## config.mk

```make
export PLATFORM = sky130hd
export DESIGN_NAME = wb_unit
export DESIGN_NICKNAME = d
export VERILOG_FILES = /design/src/rtl/wb_unit.sv
export SDC_FILE = /design/constraint.sdc
export NUM_CORES = 1
export LEC_CHECK = 0
export CORE_MARGIN = 2
export CORE_UTILIZATION = 50
export DETAILED_ROUTE_END_ITERATION = 10
export GPL_TIMING_DRIVEN = 0
export HOLD_SLACK_MARGIN = 0.15
export PLACE_DENSITY = 0.82
export RECOVER_POWER = 25
export SYNTH_ARGS = -nofsm -noshare
export SYNTH_HDL_FRONTEND = slang
export SYNTH_SLANG_ARGS = --single-unit
```

## constraint.sdc

```tcl
create_clock -name clk -period 3.2 [get_ports clk]
set_input_delay 0.32 -clock clk [delete_from_list [all_inputs] [get_ports clk]]
set_output_delay 0.32 -clock clk [all_outputs]
set_load 0.01 [all_outputs]
```

## src/rtl/wb_unit.sv

```systemverilog
// Writeback stage: arbitrates load responses, a one-entry ALU skid and new ALU
// results onto the register-file write port, and tracks in-flight loads in order.
module wb_unit #(
  parameter int LQ_DEPTH = 2
) (
  input  logic        clk,
  input  logic        rst,
  input  logic        alu_valid,
  output logic        alu_ready,
  input  logic [4:0]  alu_rd,
  input  logic [31:0] alu_data,
  input  logic        ld_issue,
  output logic        ld_ready,
  input  logic [4:0]  ld_rd,
  input  logic [2:0]  ld_funct3,
  input  logic [1:0]  ld_addr_lo,
  input  logic        mem_rvalid,
  input  logic [31:0] mem_rdata,
  output logic [4:0]  rd,
  output logic [31:0] data_des,
  output logic        data_valid,
  output logic [31:0] ld_pending,
  output logic        err
);

  localparam int PW = (LQ_DEPTH > 1) ? $clog2(LQ_DEPTH) : 1;
  localparam int CW = $clog2(LQ_DEPTH + 1);

  typedef enum logic [2:0] {
    F3_LB  = 3'b000,
    F3_LH  = 3'b001,
    F3_LW  = 3'b010,
    F3_LBU = 3'b100,
    F3_LHU = 3'b101
  } funct3_e;

  // Load queue payload, valid bits and pointers
  logic [4:0]          lq_rd_q [LQ_DEPTH];
  logic [2:0]          lq_f3_q [LQ_DEPTH];
  logic [1:0]          lq_lo_q [LQ_DEPTH];
  logic [LQ_DEPTH-1:0] lq_vld_q, lq_vld_d;
  logic [PW-1:0]       wr_ptr_q, wr_ptr_d;
  logic [PW-1:0]       rd_ptr_q, rd_ptr_d;
  logic [CW-1:0]       cnt_q, cnt_d;

  logic                skid_vld_q, skid_vld_d;
  logic [4:0]          skid_rd_q, skid_rd_d;
  logic [31:0]         skid_data_q, skid_data_d;

  logic [4:0]          rd_q, rd_d;
  logic [31:0]         data_q, data_d;
  logic                dv_q, dv_d;
  logic                err_q, err_d;

  logic                full, empty, push, pop, alu_fire;
  logic [4:0]          head_rd;
  logic [2:0]          head_f3;
  logic [1:0]          head_lo;
  logic [7:0]          byte_sel;
  logic [15:0]         half_sel;
  logic [31:0]         fmt_data;
  logic                fmt_bad;
  logic                win_vld;
  logic [4:0]          win_rd;
  logic [31:0]         win_data;

  function automatic logic [PW-1:0] ptr_inc(input logic [PW-1:0] p);
    return (p == PW'(LQ_DEPTH - 1)) ? '0 : p + 1'b1;
  endfunction

  assign full      = (cnt_q == CW'(LQ_DEPTH));
  assign empty     = (cnt_q == '0);
  assign ld_ready  = !full;
  assign push      = ld_issue && !full;
  assign pop       = mem_rvalid && !empty;
  assign alu_ready = !skid_vld_q && !((alu_rd != 5'd0) && ld_pending[alu_rd]);
  assign alu_fire  = alu_valid && alu_ready;

  assign rd         = rd_q;
  assign data_des   = data_q;
  assign data_valid = dv_q;
  assign err        = err_q;

  // NOTE: every signal driven in an always_comb gets a default first, so no path
  // through the block leaves it unassigned and no latch is inferred.
  always_comb begin
    ld_pending = '0;
    for (int i = 0; i < LQ_DEPTH; i++) begin
      if (lq_vld_q[i]) ld_pending[lq_rd_q[i]] = 1'b1;
    end
    ld_pending[0] = 1'b0;
  end

  assign head_rd  = lq_rd_q[rd_ptr_q];
  assign head_f3  = lq_f3_q[rd_ptr_q];
  assign head_lo  = lq_lo_q[rd_ptr_q];
  assign byte_sel = mem_rdata[{head_lo, 3'b000} +: 8];
  assign half_sel = head_lo[1] ? mem_rdata[31:16] : mem_rdata[15:0];

  always_comb begin
    fmt_data = '0;
    fmt_bad  = 1'b0;
    case (funct3_e'(head_f3))
      F3_LB:   fmt_data = {{24{byte_sel[7]}}, byte_sel};
      F3_LH:   fmt_data = {{16{half_sel[15]}}, half_sel};
      F3_LW:   fmt_data = mem_rdata;
      F3_LBU:  fmt_data = {24'd0, byte_sel};
      F3_LHU:  fmt_data = {16'd0, half_sel};
      default: fmt_bad  = 1'b1;
    endcase
  end

  // Queue bookkeeping and next-state of the write port
  always_comb begin
    wr_ptr_d = push ? ptr_inc(wr_ptr_q) : wr_ptr_q;
    rd_ptr_d = pop  ? ptr_inc(rd_ptr_q) : rd_ptr_q;
    cnt_d    = cnt_q + CW'(push) - CW'(pop);
    lq_vld_d = lq_vld_q;
    if (pop)  lq_vld_d[rd_ptr_q] = 1'b0;
    if (push) lq_vld_d[wr_ptr_q] = 1'b1;

    skid_vld_d  = skid_vld_q;
    skid_rd_d   = skid_rd_q;
    skid_data_d = skid_data_q;
    win_vld     = 1'b0;
    win_rd      = '0;
    win_data    = '0;

    // Load response wins; an ALU result accepted alongside it is parked in the skid.
    if (pop) begin
      win_vld  = 1'b1;
      win_rd   = head_rd;
      win_data = fmt_data;
      if (alu_fire) begin
        skid_vld_d  = 1'b1;
        skid_rd_d   = alu_rd;
        skid_data_d = alu_data;
      end
    end else if (skid_vld_q) begin
      win_vld    = 1'b1;
      win_rd     = skid_rd_q;
      win_data   = skid_data_q;
      skid_vld_d = 1'b0;
    end else if (alu_fire) begin
      win_vld  = 1'b1;
      win_rd   = alu_rd;
      win_data = alu_data;
    end

    // Writes to x0 are consumed silently; the port keeps showing the last write.
    dv_d   = win_vld && (win_rd != 5'd0);
    rd_d   = dv_d ? win_rd   : rd_q;
    data_d = dv_d ? win_data : data_q;
    err_d  = err_q | (ld_issue && full) | (mem_rvalid && empty) | (pop && fmt_bad);
  end

  // NOTE: sequential state uses non-blocking assignments so every register samples
  // the pre-edge values; the combinational blocks above use blocking ones.
  always_ff @(posedge clk or posedge rst) begin
    if (rst) begin
      wr_ptr_q    <= '0;
      rd_ptr_q    <= '0;
      cnt_q       <= '0;
      lq_vld_q    <= '0;
      skid_vld_q  <= 1'b0;
      skid_rd_q   <= '0;
      skid_data_q <= '0;
      rd_q        <= '0;
      data_q      <= '0;
      dv_q        <= 1'b0;
      err_q       <= 1'b0;
    end else begin
      wr_ptr_q    <= wr_ptr_d;
      rd_ptr_q    <= rd_ptr_d;
      cnt_q       <= cnt_d;
      lq_vld_q    <= lq_vld_d;
      skid_vld_q  <= skid_vld_d;
      skid_rd_q   <= skid_rd_d;
      skid_data_q <= skid_data_d;
      rd_q        <= rd_d;
      data_q      <= data_d;
      dv_q        <= dv_d;
      err_q       <= err_d;
    end
  end

  // NOTE: the queue payload is not reset; the per-entry valid bits alone decide
  // whether a slot is meaningful, so clearing the storage would buy nothing.
  always_ff @(posedge clk) begin
    if (push) begin
      lq_rd_q[wr_ptr_q] <= ld_rd;
      lq_f3_q[wr_ptr_q] <= ld_funct3;
      lq_lo_q[wr_ptr_q] <= ld_addr_lo;
    end
  end

endmodule

```

==> results.yml, run 1 <==
status:
  status: "finished, final reports clean"
power_and_ir_drop:
  p_leak_nw: 3.46
  pwr_density_cell_nw_per_um2: 839
  ir_worst_vdd_v: 0.000586
worst_setup_path:
  r2r-start: "lq_rd_q[1][2]"
  worstSetupStartpoint: "lq_rd_q[1][2]"
  cp.buffers_inverters: 2
  end_kind: "register"
  critPathArrivalTime_ns: 3.42
  crit_chain: "nand4b_1, o22ai_2, mux4_2, nand2b_1, a311oi_4, a2111oi_4, buf_4, buf_8, a221o_1, mux2_4"
  max_stage_delay_ns: 0.52
  start_kind: "register"
  crit_fanout: 10
  worstSetupPathDepth: 10
  worstPathRequired_ns: 3.45
  crit_path_top_delay_cell: "edfxtp_1"
  ff2ff_path_depth: 10
  critical-path-top-delay-family: "compound AO/OA/AOI/OAI gates"
  r2r-end: "data_des[19]"
  path_class: "register to register"
  reg2reg_slack_ns: 0.03
layout:
  drive_above_1_share_pct: 26.9
  area_delta_synth_final_pct: 44.0
  fin_util_pct: 73.3
  stdcell_count: 856
  fin_nets: 791
  fill_cells: 813
  final_common_cell: "clkdlybuf4s50_1"
  mostFrequentLayoutCells: "clkdlybuf4s50_1 (142), dfrtp_1 (81), mux2_4 (56)"
  num_antenna_cells: 0
grt:
  grt_pass1_wl_mm: 29.8
  met2_usage_pct: 48.5
  antenna_found_initial: 0
  grt_pass1_vias: 5323
  grtUsageMet3_pct: 4.71
  grt.busiest_layer: "met2"
  grt_overflow: 0
  use_met1_pct: 39.9
  grt_start_max_net_pins: 55
  grtUsageTotal_pct: 30.0
timing:
  setup_viol: 0
  fmax_ghz: 0.315
  drv_slew: 0
  skew_ns: 0.00737
  tightest_slew_ns: 1.39
  rsz0062_at_grt: "yes"
  relSlewSlack_pct: 7.35
  fin_setup_tns_ns: 0
  period_minus_slack_ns: 3.17
  fin_crit_sh_pct: 99.2
  hold_violations: 0
die:
  core.rowCount: 40
  fp.dieH_microns: 114
  ioPinCount: 157
  start_util_pct: 50.9
  coreArea_sq_um: 12000
  die_x_microns: 114
  die-area_sq_um: 13100
yosys:
  avgSynthCellArea_sq_um: 12.0
  synth_cell_types: 56
  synth_warnings: 0
  seq_area_frac_synth_pct: 44.0
  synthTopCellsByArea: "dfrtp_1 (34%), mux2_4 (13%), edfxtp_1 (9.9%)"
  syn_area_sq_um: 6090
  synth_area_leader_cell: "dfrtp_1"
  synthCells: 509
  synth_top_area_share_pct: 34.1
  ys.flop_type: "dfrtp_1"
  synth_nets: 595
  synth-seq-cells: 103
  synth_edf_count: 20
  synthArstFlopShare_pct: 80.6
clocking:
  htreeDepth: 3
  cts_made_buffers: 9
  clk_pin_slew_worst_paths_ns: 0.07
  root_buffer: "clkbuf_16"
  cts.sinks: 103
  clock_latency_ns: 0.36
  ctsHoldBuffers: 0
  cts.path.max_buffers: 2
  cts_tree: "done"
routing:
  dr.pass1.iters: 7
  drtIter0Drc: 564
  drt-total-wl_mm: 20.4
  wl_per_cell_microns: 23.9
  route.detailed.drc: 0
  via_per_inst: 6.39
  num_vias: 5468
  ant_nets: 0
min_path:
  hold_path_startpoint: "alu_valid"
  hold_end: "skid_vld_q"
  hold_depth: 3
  holdCritPathClass: "input pin to register"
placed_design:
  dp.cells: 811
  dp_hpwl_mm: 14.6
  gp_congestion: 0.966
  io_buffer_count: 154
flow_run:
  drv_cap: 0
## where the power goes
group | switching (mW) | total (mW) | internal [mW]
Combinational | 1.77 | 3.91 | 2.14
Sequential | 0.412 | 2.33 | 1.92
Clock | 0.497 | 1.11 | 0.616
## repair_timing
| action | in CTS | in global routing |
|---|---|---|
| cloned | 0 | 2 |
| gates resized for setup | 23 | 65 |
| buffers inserted | 19 | 15 |
| endpoints found under the hold margin | 0 | 0 |
| pin swaps | 7 | 10 |
| endpoints found under the setup margin | 76 | 68 |
## area by class of cell
type                    instances  area (sq um)  share of cell area [%]
well taps                     147           184                    2.10
clock buffers                  12           278                    3.17
inverters                      13          55.1                   0.628
multi-input cells             354          3430                    39.1
flip-flops and latches        103          2680                    30.6
clock inverters                 3          23.8                   0.271
repair buffers                189          1860                    21.2
plain buffers                  35           260                    2.97
## how the worst max path moves through the flow
stage	to	slack (ns)
final	data_des[19]	0.03
after CTS	data_des[18]	0.002
after global routing	data_des[19]	-0.06
after global placement	data_des[7]	-0.83
after floorplan	skid_data_q[0]	0.13
after detailed placement	data_des[2]	-0.83
## worst register-to-register path, cell delays in order, from the launching register on
cell and delay [ns]:
edfxtp_1 0.52, nand4b_1 0.41, o22ai_2 0.29, mux4_2 0.27, nand2b_1 0.09, a311oi_4 0.40, a2111oi_4 0.11, buf_4 0.19
buf_8 0.13, a221o_1 0.38, mux2_4 0.27
## cells in the mapped netlist (5+ instances only)
| cell | number |
|---|---|
| a221o_1 | 24 |
| o211ai_1 | 5 |
| nand2b_1 | 14 |
| nor2_1 | 40 |
| nand4b_1 | 6 |
| inv_1 | 11 |
| clkbuf_1 | 23 |
| o21ai_0 | 5 |
| mux2i_1 | 12 |
| edfxtp_1 | 20 |
| buf_6 | 8 |
| o32ai_1 | 7 |
| mux2_1 | 11 |
| nand2_1 | 13 |
| mux4_2 | 11 |
| a21oi_1 | 31 |
| buf_2 | 5 |
| nand4bb_1 | 6 |
| o22ai_1 | 31 |
| a221oi_1 | 18 |
| dfrtp_1 | 83 |
| mux2_4 | 53 |
| nand3b_1 | 8 |
## cells by family after synthesis
kind of cell / after synthesis / synth area share [%]
AOI/OAI and AO/OA: 147 / 18.5
muxes: 91 / 21.9
DFF: 103 / 44.0
buffers and inverters: 52 / 4.52
adders and majority gates: 2 / 0.411
xor gates and xnor gates: 4 / 0.575
and+or+nand+nor: 109 / 10.1
other: 1 / 0.0616
## routing by layer
layer,vias to the layer above,part of all wire (%)
li1,2389,-
met1,2708,40
met2,298,49
met3,73,6.8
met4,0,3.6
met5,-,0
## state kept, by name, indices dropped and copies added (netlist names), 2 cells and up
register and count:
data_des 32, skid_data_q 32, lq_rd_q 10, lq_f3_q 6, rd 5, skid_rd_q 5, lq_lo_q 4, cnt_q 2
lq_vld_q 2
## stage by stage
stage | worst slack (ns) | hold slack [ns] | cell area [sq um] | power, mW
5_1_grt | -0.0598 | 0.518 | 8770 | 7.68
2_1_floorplan | 0.126 | 0.419 | 6090 | 4.46
4_1_cts | 0.00156 | 0.326 | 8390 | 6.98
3_3_place_gp | -0.826 | 0.469 | 7820 | 5.60
6_report | 0.0267 | 0.494 | 8770 | 7.36
3_5_place_dp | -0.831 | 0.483 | 7850 | 5.72
Power figures use the tool's default switching activity.
==> run 2, diff against run 1 <==
Settings changed: CTS_CLUSTER_DIAMETER from default to 30.
==> results of run 2 <==
No change in the layout: final DEF, timing and power equal those of run 1.
